File: config.mk
export PLATFORM = sky130hd
export DESIGN_NAME = booth_prod_accumulator_flat
export DESIGN_NICKNAME = d
export VERILOG_FILES = /design/src/rtl/booth_prod_accumulator_if.sv /design/src/rtl/booth_prod_accumulator.sv /design/src/flat_wrapper.sv
export SDC_FILE = /design/constraint.sdc
export NUM_CORES = 1
export LEC_CHECK = 0
export BUFFER_PORTS_ARGS = -buffer_cell sky130_fd_sc_hd__buf_4
export CORE_MARGIN = 2
export CORE_UTILIZATION = 50
export DETAILED_ROUTE_END_ITERATION = 16
export PLACE_DENSITY = 0.72
export SYNTH_ARGS = -nofsm -noshare
export SYNTH_HDL_FRONTEND = slang
export SYNTH_SLANG_ARGS = --single-unit
File: constraint.sdc
create_clock -name clk -period 3 [get_ports clk]
set_input_delay 0.45 -clock clk [delete_from_list [all_inputs] [get_ports clk]]
set_output_delay 0.45 -clock clk [all_outputs]
set_load 0.005 [all_outputs]
File: src/rtl/booth_prod_accumulator_if.sv
// Stream and status bundle between the Booth product source and the frame accumulator.
// The slave modport is the accumulator side; master is the producer/consumer side.
interface booth_prod_accumulator_if #(
    parameter int unsigned PROD_W = 8,
    parameter int unsigned ACC_W  = 12
) ();
    logic              clear;
    logic              in_valid;
    logic [PROD_W-1:0] in_prod;
    logic              in_ready;
    logic              out_valid;
    logic              out_ready;
    logic [ACC_W-1:0]  out_sum;
    logic              out_ovf;
    logic [3:0]        beat_cnt;
    logic [7:0]        frames_done;

    modport master (
        output clear, in_valid, in_prod, out_ready,
        input  in_ready, out_valid, out_sum, out_ovf, beat_cnt, frames_done
    );

    modport slave (
        input  clear, in_valid, in_prod, out_ready,
        output in_ready, out_valid, out_sum, out_ovf, beat_cnt, frames_done
    );
endinterface

File: src/rtl/booth_prod_accumulator.sv
// Sums FRAME_LEN sign-extended Booth products into one frame result and tracks signed overflow.
// The result sits in a one-entry valid/ready register; only the closing beat waits on it.
module booth_prod_accumulator #(
    parameter int unsigned PROD_W    = 8,
    parameter int unsigned ACC_W     = 12,
    parameter int unsigned FRAME_LEN = 4
) (
    input logic                     clk,
    input logic                     rst,
    booth_prod_accumulator_if.slave bus
);
    localparam logic [3:0] LastCnt = 4'(FRAME_LEN - 1);

    typedef enum logic {StAccum, StStall} state_e;

    logic [ACC_W-1:0] acc_q, acc_d;
    logic [3:0]       beat_cnt_q, beat_cnt_d;
    logic             ovf_acc_q, ovf_acc_d;
    logic             out_valid_q, out_valid_d;
    logic [ACC_W-1:0] out_sum_q, out_sum_d;
    logic             out_ovf_q, out_ovf_d;
    logic [7:0]       frames_done_q, frames_done_d;

    state_e           state;
    logic             last;
    logic             in_ready;
    logic             beat;
    logic [ACC_W-1:0] prod_ext;
    logic [ACC_W-1:0] sum;
    logic             beat_ovf;

    assign last  = (beat_cnt_q == LastCnt);
    // Release from stall is combinational on out_ready so a drained result frees the slot at once.
    assign state = (last && out_valid_q && !bus.out_ready) ? StStall : StAccum;

    assign in_ready = !rst && !bus.clear && (state == StAccum);
    assign beat     = bus.in_valid && in_ready;

    assign prod_ext = {{(ACC_W - PROD_W){bus.in_prod[PROD_W-1]}}, bus.in_prod};
    assign sum      = acc_q + prod_ext;
    assign beat_ovf = (acc_q[ACC_W-1] == prod_ext[ACC_W-1]) && (sum[ACC_W-1] != acc_q[ACC_W-1]);

    always_comb begin
        acc_d         = acc_q;
        beat_cnt_d    = beat_cnt_q;
        ovf_acc_d     = ovf_acc_q;
        out_valid_d   = out_valid_q;
        out_sum_d     = out_sum_q;
        out_ovf_d     = out_ovf_q;
        frames_done_d = frames_done_q;

        if (out_valid_q && bus.out_ready) begin
            out_valid_d = 1'b0;
        end

        if (bus.clear) begin
            acc_d      = '0;
            beat_cnt_d = '0;
            ovf_acc_d  = 1'b0;
        end else if (beat) begin
            if (last) begin
                // A closing beat overrides a same-edge drain, giving back-to-back frames.
                out_sum_d     = sum;
                out_ovf_d     = ovf_acc_q | beat_ovf;
                out_valid_d   = 1'b1;
                acc_d         = '0;
                beat_cnt_d    = '0;
                ovf_acc_d     = 1'b0;
                frames_done_d = frames_done_q + 8'd1;
            end else begin
                acc_d      = sum;
                beat_cnt_d = beat_cnt_q + 4'd1;
                ovf_acc_d  = ovf_acc_q | beat_ovf;
            end
        end
    end

    always_ff @(posedge clk or posedge rst) begin
        if (rst) begin
            acc_q         <= '0;
            beat_cnt_q    <= '0;
            ovf_acc_q     <= 1'b0;
            out_valid_q   <= 1'b0;
            out_sum_q     <= '0;
            out_ovf_q     <= 1'b0;
            frames_done_q <= '0;
        end else begin
            acc_q         <= acc_d;
            beat_cnt_q    <= beat_cnt_d;
            ovf_acc_q     <= ovf_acc_d;
            out_valid_q   <= out_valid_d;
            out_sum_q     <= out_sum_d;
            out_ovf_q     <= out_ovf_d;
            frames_done_q <= frames_done_d;
        end
    end

    assign bus.in_ready    = in_ready;
    assign bus.out_valid   = out_valid_q;
    assign bus.out_sum     = out_sum_q;
    assign bus.out_ovf     = out_ovf_q;
    assign bus.beat_cnt    = beat_cnt_q;
    assign bus.frames_done = frames_done_q;
endmodule

File: src/flat_wrapper.sv
// flat-port wrapper written by rule: the top's interface ports become plain ports
module booth_prod_accumulator_flat 
#(
    parameter int unsigned PROD_W    = 8,
    parameter int unsigned ACC_W     = 12,
    parameter int unsigned FRAME_LEN = 4
)
  (clk, rst, bus_clear, bus_in_valid, bus_in_prod, bus_out_ready, bus_in_ready, bus_out_valid, bus_out_sum, bus_out_ovf, bus_beat_cnt, bus_frames_done);
  booth_prod_accumulator_if #(.PROD_W(PROD_W), .ACC_W(ACC_W)) bus_i ();
  input logic clk;
  input logic rst;
  input wire logic [$bits(bus_i.clear)-1:0] bus_clear;
  input wire logic [$bits(bus_i.in_valid)-1:0] bus_in_valid;
  input wire logic [$bits(bus_i.in_prod)-1:0] bus_in_prod;
  input wire logic [$bits(bus_i.out_ready)-1:0] bus_out_ready;
  output wire logic [$bits(bus_i.in_ready)-1:0] bus_in_ready;
  output wire logic [$bits(bus_i.out_valid)-1:0] bus_out_valid;
  output wire logic [$bits(bus_i.out_sum)-1:0] bus_out_sum;
  output wire logic [$bits(bus_i.out_ovf)-1:0] bus_out_ovf;
  output wire logic [$bits(bus_i.beat_cnt)-1:0] bus_beat_cnt;
  output wire logic [$bits(bus_i.frames_done)-1:0] bus_frames_done;
  assign bus_i.clear = bus_clear;
  assign bus_i.in_valid = bus_in_valid;
  assign bus_i.in_prod = bus_in_prod;
  assign bus_i.out_ready = bus_out_ready;
  assign bus_in_ready = bus_i.in_ready;
  assign bus_out_valid = bus_i.out_valid;
  assign bus_out_sum = bus_i.out_sum;
  assign bus_out_ovf = bus_i.out_ovf;
  assign bus_beat_cnt = bus_i.beat_cnt;
  assign bus_frames_done = bus_i.frames_done;
  booth_prod_accumulator #(.PROD_W(PROD_W), .ACC_W(ACC_W), .FRAME_LEN(FRAME_LEN)) u_core (.clk(clk), .rst(rst), .bus(bus_i));
endmodule
==> results.cfg, run 1 <==
[finish]
fill_cells = 358
layout-drive-gt1-share_pct = 25.5
area_growth_pct = 21.0
nets = 281
num_antenna_cells = 0
multiInputGateArea_um2 = 1120
regArea_um2 = 976

[cts]
htreeDepth = 2
numClockSinks = 39
cts-root-buf = clkbuf_8
cts_inserted_buffers = 5
cts_resized = 0
insertion_delay_ps = 300
cts_tree = built
cts_hold_buf = 0
post_cts_buffers = 0
clockBufferDepth = 2
clkSlewWorstSetupHoldPaths_ps = 80

[floorplan]
die-area_um2 = 4820
core_um2 = 4060
die_x_um = 69.4
initial_utilization_pct = 52.7
fp.dieH_um = 69.4
ios = 40
num_rows = 23

[yosys]
synth_edf_count = 0
netlist.area_leader.share_pct = 45.6
yosysWarnings = 0
synthCells = 209
synthArstFlopShare_pct = 100
syn-num-nets = 236
synth_area_leaders = dfrtp_1 (46%), ha_1 (7.6%), nand2_1 (5.8%)
synth-seq-area-share_pct = 45.6
synth_top_area_cell = dfrtp_1
synth.distinct_cells = 44
syn_area_um2 = 2140
ys_ff_latch = 39
synth_area_per_cell_um2 = 10.2
ys.flop_type = dfrtp_1

[run]
maxCapViolCount = 0

[worst_setup_path]
crit_arrival_ps = 2440
path_max_fanout = 3
r2r-start = u_core.acc_q[0]
cp-startpoint = u_core.acc_q[0]
cp.required_ps = 3190
cp-start-kind = flip-flop
end_kind = flip-flop
reg2reg_depth = 9
crit_type = flip-flop to flip-flop

[route]
met1_length_um = 2100
vias_per_cell = 5.36
wl_per_cell_um = 13.8
ant_nets = 0
top_layer = met4
num_vias = 1636
dr.pass1.iters = 4
routed_wl_um = 4210
drc_errors = 0
dr_wl_met2_um = 1890
first_iter_violations = 56
dr_wl_met3_um = 162

[power]
ir_drop_v = 0.000261
power.total_mw = 1.11
p_leak_nw = 1.32
pwr_density_cell_nw_per_um2 = 430

[placement]
io_buffers = 39
hpwl_um = 3020
place_congestion = 0.772

[timing]
post-route-period-util_pct = 74.9
relSlewSlack_pct = 60.5
min_period_ps = 2250
finalHoldViolations = 0
setup_viol = 0
rsz0062_at_grt = false
finClkSkew_ps = 10.4
worst_pin_slew_ps = 591
slew_violations = 0
fmax_ghz = 0.445
tns_ps = 0

[global_routing]
gr-total-overflow = 0
grt_pass1_wl_um = 7430
grt_antenna_before_repair = 0
gr-usage-all-layers_pct = 19.3
grt_pass1_vias = 1629
grt_max_degree = 41

[hold_path]
hold_class = input port to async pin

[outcome]
status = completed
layout make-up:
| class | instances | share of cell area (%) |
|---|---|---|
| Clock inverter | 3 | 0.774 |
| Sequential cell | 39 | 37.7 |
| Clock buffer | 5 | 2.66 |
| Inverter | 5 | 0.725 |
| Timing Repair Buffer | 43 | 12.5 |
| Tap cell | 50 | 2.42 |
| Multi-Input combinational cell | 160 | 43.2 |
placed cells by master (no fill, tap or decap), drive strengths merged, types with 2 or more instances in the layout:
| cell | count |
|---|---|
| buf | 43 |
| dfrtp | 39 |
| nand2 | 33 |
| nor2 | 14 |
| o21ai | 13 |
| ha | 13 |
| xnor2 | 12 |
| a21oi | 9 |
| a22o | 8 |
| nand3b | 6 |
| xor2 | 6 |
| mux2 | 6 |
| inv | 5 |
| nand3 | 5 |
| clkbuf | 5 |
| nand2b | 4 |
| nor3b | 3 |
| nand4 | 3 |
| a21o | 2 |
| nor3 | 2 |
| o211ai | 2 |
| clkinvlp | 2 |
| a31oi | 2 |
| and3 | 2 |
logic make-up after synthesis:
group / count (synthesis) / synth area share [%]
AO/OA/AOI/OAI: 43 / 13.4
XOR/XNOR: 19 / 8.43
flip-flops: 39 / 45.6
AND/OR/NAND/NOR: 77 / 18.3
adder cells (fa/ha/maj): 14 / 8.54
buffers and inverters: 10 / 2.05
multiplexers: 7 / 3.63
per-stage QoR:
| step | setup slack (ps) | hold slack (ps) | utilization, % | std cells | cell area [um^2] |
|---|---|---|---|---|---|
| after CTS | 732 | 332 | 63.8 | 305 | 2590 |
| after floorplan | 535 | 454 | - | 209 | 2140 |
| after global routing | 570 | 368 | 63.8 | 305 | 2590 |
| after global placement | 598 | 460 | 61.6 | 297 | 2500 |
| after detailed placement | 572 | 463 | 61.6 | 297 | 2500 |
| final | 754 | 316 | 63.8 | 305 | 2590 |
power breakdown:
group	switching [mW]	internal, mW	total [mW]
clock	0.199	0.162	0.361
combinational	0.0997	0.0903	0.190
sequential	0.0151	0.547	0.562
total	0.314	0.799	1.11
worst max-delay path, stage by stage, from the launching register on:
cell       delay [ps]
dfrtp_1           350
ha_1              160
inv_1              50
fa_1              390
nand2b_1          200
a2111oi_0         340
or3_1             170
a21oi_1            70
xnor2_1           140
mux2_2            260
Yosys cell counts, types with 2 or more instances:
| library cell | count |
|---|---|
| nor3_1 | 2 |
| xor2_1 | 6 |
| nand2_1 | 33 |
| a22o_1 | 8 |
| a21o_1 | 2 |
| nor2_1 | 13 |
| nand3b_1 | 6 |
| nand4_1 | 2 |
| xnor2_1 | 12 |
| clkbuf_1 | 2 |
| nand2b_1 | 4 |
| nor3b_2 | 2 |
| buf_2 | 2 |
| ha_1 | 13 |
| a21oi_1 | 9 |
| nand3_1 | 5 |
| dfrtp_1 | 39 |
| o21ai_0 | 13 |
| inv_1 | 5 |
| mux2_2 | 6 |
| o211ai_1 | 2 |
metal layers:
metal,GRT usage (%),up-vias
met3,5.38,7
met2,30.6,27
met4,6.54,0
li1,-,825
met5,0,-
met1,25.4,777
flip-flops by register name, summed over array words and instances, names as in the netlist:
signal	cells
u_core.acc_q	12
u_core.bus.out_sum	12
u_core.bus.frames_done	8
u_core.bus.beat_cnt	4
u_core.bus.out_ovf	1
u_core.bus.out_valid	1
u_core.ovf_acc_q	1
worst paths after layout:
| path | slack, ps | to |
|---|---|---|
| hold / removal | 320 | u_core.bus.frames_done[7] |
| setup reg to reg | 750 | u_core.bus.out_sum[10] |
| setup / recovery | 750 | u_core.bus.out_sum[10] |
| max in group asynchronous | 2330 | u_core.bus.out_sum[5] |
| min in group clk | 450 | u_core.bus.out_valid |
| hold reg to reg | 480 | u_core.bus.frames_done[7] |
(Power assumes the default switching activity.)
==> run 2: changes to the inputs <==
==> constraint.sdc (replaced) <==
create_clock -name clk -period 2.3 [get_ports clk]
set_input_delay 0.345 -clock clk [delete_from_list [all_inputs] [get_ports clk]]
set_output_delay 0.345 -clock clk [all_outputs]
set_load 0.005 [all_outputs]
==> results.cfg, run 2 (synthesis gave the netlist of run 1 again) <==
[worst_setup_path]
path_cells = ha_1 -> inv_1 -> fa_1 -> nand2b_4 -> a2111oi_2 -> or3_1 -> a21oi_1 -> xnor2_1 -> mux2_2
crit_arrival_ps = 2330
cpPeakStageDelay_ps = 380
slowest_stage = fa_1
cp.required_ps = 2480
rrSetupSlack_ps = 150
critPathTopFamily = adder cells
cp-start-kind = flip-flop
crit_type = flip-flop to flip-flop
crit_buf_inv = 1
r2r-start = u_core.acc_q[0]
end_kind = flip-flop
reg2reg_depth = 9
r2r_end = u_core.bus.out_sum[10]
path_max_fanout = 3

[cts]
cts_tree = built
insertion_delay_ps = 290
cts_inserted_buffers = 5
cts_hold_buf = 0
clkSlewWorstSetupHoldPaths_ps = 80
clockBufferDepth = 2
numClockSinks = 39
cts-root-buf = clkbuf_8
htreeDepth = 2

[finish]
layout-drive-gt1-share_pct = 27.2
num_antenna_cells = 0
regArea_um2 = 976
fill_cells = 340
utilization_pct = 65.3
area_growth_pct = 23.9
final_common_cell = buf_4
nets = 283
layout.cells.most_common_list = buf_4 (45), dfrtp_1 (39), nand2_1 (33), nor2_1 (13), ha_1 (13)
stdcell_area_um2 = 2650
multiInputGateArea_um2 = 1130

[route]
ant_nets = 0
drc_errors = 0
first_iter_violations = 61
dr.pass1.iters = 4
routed_wl_um = 4300
wl_per_cell_um = 14.0
vias_per_cell = 5.28
num_vias = 1622

[timing]
post-route-period-util_pct = 93.4
worst_pin_slew_ps = 494
rsz0062_at_grt = false
finalHoldViolations = 0
setup_viol = 0
slew_violations = 0
min_period_ps = 2150
relSlewSlack_pct = 67.1
fmax_ghz = 0.466
finClkSkew_ps = 7.50

[global_routing]
grt_max_degree = 40
top_usage_layer = met2
grt_pass1_wl_um = 7400
grt_util_met2_pct = 29.9
grt_pass1_vias = 1571
gr-total-overflow = 0
grt.met1_usage_pct = 26.4
grtUsageMet3_pct = 4.51
grt_antenna_before_repair = 0
gr-usage-all-layers_pct = 19.2

[floorplan]
fp.dieH_um = 69.4
core_um2 = 4060
initial_utilization_pct = 52.7
ios = 40
num_rows = 23
die_x_um = 69.4
die-area_um2 = 4820

[power]
ir_drop_v = 0.000297
power.total_mw = 1.58
pwr-share-comb_pct = 16.1
pwr-share-seq_pct = 46.2
pwr_density_cell_nw_per_um2 = 598
p_int_mw = 1.18
swShare_pct = 25.3
switchingPower_uw = 400
p_leak_nw = 1.35
power.share.clock_pct = 37.7

[placement]
place_area_um2 = 2520
place_congestion = 0.782
io_buffers = 39
hpwl_um = 3040

[hold_path]
hold_class = input port to async pin

[run]
maxCapViolCount = 0

[outcome]
status = completed
## run 2: cell count changes in the layout (fill, tap and decap cells not counted), sizes merged
cell,before,now
clkinvlp,2,1
buf,43,45
bufinv,0,1
clkbuf,5,6
inv,5,4
## run 2: routing by layer
| layer | part of all wire (%) | up-vias | wire (um) |
|---|---|---|---|
| met5 | 0 | - | 0 |
| met2 | 46 | 23 | 1970 |
| met1 | 49 | 768 | 2110 |
| met3 | 3.5 | 6 | 151 |
| met4 | 1.4 | 0 | 62 |
| li1 | - | 825 | - |
## run 2: timing repair
item,4_1_cts,5_1_grt
buffers inserted,0,0
setup endpoints to repair,0,4
gates resized for setup,0,4
## run 2: cell type report
type / count / area share (%)
repair buffers: 45 / 12.8
clock inverters: 2 / 1.32
flip-flops and latches: 39 / 36.8
multi-input cells: 160 / 42.7
well taps: 50 / 2.36
clock buffers: 6 / 3.12
inverters: 5 / 0.850
## run 2: power groups by stage
stage / Sequential [mW] / Combinational [mW] / Clock (mW)
finish: 0.733 / 0.255 / 0.598
global route: 0.737 / 0.288 / 0.638
CTS: 0.733 / 0.253 / 0.620
detailed placement: 0.746 / 0.250 / 0
global placement: 0.746 / 0.247 / 0
floorplan: 0.743 / 0.169 / 0
## run 2: how the worst max path moves through the flow
stage,from,cells after the start,to
finish,u_core.acc_q[0],9,u_core.bus.out_sum[10]
global route,u_core.acc_q[0],9,u_core.bus.out_sum[10]
CTS,u_core.acc_q[0],9,u_core.bus.out_sum[8]
detailed placement,bus_in_prod[0],10,u_core.bus.out_sum[10]
global placement,bus_in_prod[0],10,u_core.bus.out_sum[10]
floorplan,bus_in_prod[0],9,u_core.bus.out_sum[10]
## run 2: through the flow
step                      instances  TNS (ps)  hold slack [ps]  worst slack, ps
final                           307         0              230              153
after global routing            307         0              279             9.40
after CTS                       307         0              251             41.5
after detailed placement        299     -3.03              463            -3.03
after global placement          299         0              460             19.5
after floorplan                 209         0              330              190
## run 2: worst register-to-register path: stages (launching register included)
cell	delay, ps
dfrtp_1	350
ha_1	160
inv_1	50
fa_1	380
nand2b_4	170
a2111oi_2	280
or3_1	160
a21oi_1	70
xnor2_1	140
mux2_2	260
==> run 3: changes to the inputs <==
--- a/config.mk
+++ b/config.mk
@@ -6,7 +6,7 @@
 export NUM_CORES = 1
 export LEC_CHECK = 0
 export BUFFER_PORTS_ARGS = -buffer_cell sky130_fd_sc_hd__buf_4
-export CORE_MARGIN = 2
+export CORE_MARGIN = 8
 export CORE_UTILIZATION = 50
 export DETAILED_ROUTE_END_ITERATION = 16
 export PLACE_DENSITY = 0.72
==> results.cfg, run 3 (synthesis gave the netlist of run 1 again) <==
[route]
num_vias = 1658
dr_wl_met3_um = 199
routed_wl_um = 4600
ant_nets = 0
first_iter_violations = 81
drc_errors = 0
wl_per_cell_um = 14.9
dr.pass1.iters = 4
top_layer = met4
met1_length_um = 2160
vias_per_cell = 5.38
dr_wl_met2_um = 2160

[power]
p_leak_nw = 1.35
pwr_density_cell_nw_per_um2 = 590
ir_drop_v = 0.000435

[worst_setup_path]
path_max_fanout = 3
r2r_end = u_core.bus.out_sum[10]
cp-start-kind = flip-flop
cp.required_ps = 2490
rrSetupSlack_ps = 160
r2r-start = u_core.acc_q[0]
crit_arrival_ps = 2330
end_kind = flip-flop
crit_type = flip-flop to flip-flop
reg2reg_depth = 9

[timing]
min_period_ps = 2140
post-route-period-util_pct = 93.0
relSlewSlack_pct = 63.6
tns_ps = 0
finClkSkew_ps = 5.80
finalHoldViolations = 0
layout_setup_ws_ps = 160
fmax_ghz = 0.467
rsz0062_at_grt = false
setup_viol = 0
slew_violations = 0
worst_pin_slew_ps = 543

[placement]
place_congestion = 0.763
io_buffers = 39
place_ws_ps = -9.20
hpwl_um = 3390

[finish]
utilization_pct = 65.4
layout-drive-gt1-share_pct = 27.1
final_common_cell = buf_4
layout.cells.most_common_list = buf_4 (45), dfrtp_1 (39), nand2_1 (33), nor2_1 (13), ha_1 (13)
area_growth_pct = 24.1
num_antenna_cells = 0
nets = 284

[floorplan]
initial_utilization_pct = 52.7
num_rows = 23
ios = 40
core_um2 = 4060
die_x_um = 81.4
fp.dieH_um = 81.4
die-area_um2 = 6630

[hold_path]
hp-start = bus_clear
hold_class = input port to flip-flop
hold_end = u_core.bus.beat_cnt[1]
whs_path_depth = 3

[global_routing]
grt_pass1_wl_um = 7630
grt_antenna_before_repair = 0
gr-usage-all-layers_pct = 14.8
grt_max_degree = 20
grt_pass1_vias = 1589
gr-total-overflow = 0

[outcome]
status = completed

[cts]
clkSlewWorstSetupHoldPaths_ps = 80
cts_inserted_buffers = 5
clockBufferDepth = 2
cts_tree = built
htreeDepth = 2
numClockSinks = 39
insertion_delay_ps = 290
cts-root-buf = clkbuf_8

[run]
maxCapViolCount = 0
-- run 3: changes by cell type in the layout (fill, tap and decap cells not counted) --
cell / previous run / this run
dlygate4sd3_1: 0 / 1
clkbuf_8: 6 / 5
clkinv_4: 0 / 1
-- run 3: worst max path at each step --
stage / startpoint / endpoint / slack, ps / cells after the start
after floorplan: bus_in_prod[0] / u_core.bus.out_sum[10] / 190 / 9
after global placement: bus_in_prod[0] / u_core.bus.out_sum[10] / 10 / 10
after detailed placement: bus_in_prod[0] / u_core.bus.out_sum[10] / -9 / 10
after CTS: u_core.acc_q[0] / u_core.bus.out_sum[10] / 50 / 9
after global routing: u_core.acc_q[0] / u_core.bus.out_sum[10] / 20 / 9
final: u_core.acc_q[0] / u_core.bus.out_sum[10] / 160 / 9
-- run 3: per-stage QoR --
stage               hold WS [ps]  instance area [um^2]  std cells  power (mW)
floorplan                    330                  2140        209       0.912
global placement             291                  2520        299       0.994
detailed placement           294                  2520        299        1.00
CTS                          336                  2640        308        1.59
global route                 356                  2650        308        1.65
finish                       343                  2650        308        1.57
-- run 3: layout make-up --
class                      count  area (um^2)
fill                         350         1400
multi-input combinational    160         1130
sequential                    39          976
timing repair buffer          46          348
clock buffer                   5         68.8
tap                           50         62.6
clock inverter                 3         43.8
inverter                       5         22.5
-- run 3: report_power, final --
| group | total [mW] | switching (mW) | internal (mW) |
|---|---|---|---|
| sequential | 0.733 | 0.0197 | 0.713 |
| clock | 0.577 | 0.254 | 0.323 |
| combinational | 0.257 | 0.135 | 0.122 |
| total | 1.57 | 0.409 | 1.16 |
-- run 3: routing by layer --
| metal | track usage [%] | up-vias |
|---|---|---|
| li1 | - | 834 |
| met1 | 19.4 | 784 |
| met2 | 23.0 | 32 |
| met3 | 3.42 | 8 |
| met4 | 5.89 | 0 |
| met5 | 0 | - |
-- run 3: worst max-delay path: stages (launching register included) --
cell,delay (ps)
dfrtp_1,360
ha_1,160
inv_1,50
fa_1,390
nand2b_4,170
a2111oi_2,280
or3_1,150
a21oi_1,70
xnor2_1,140
mux2_2,260
-- run 3: repair_timing --
action	in CTS	in global routing
endpoints found under the hold margin	4	0
hold buffers	1	0
setup endpoints to repair	0	3
gates resized for setup	0	4
buffers inserted	0	0
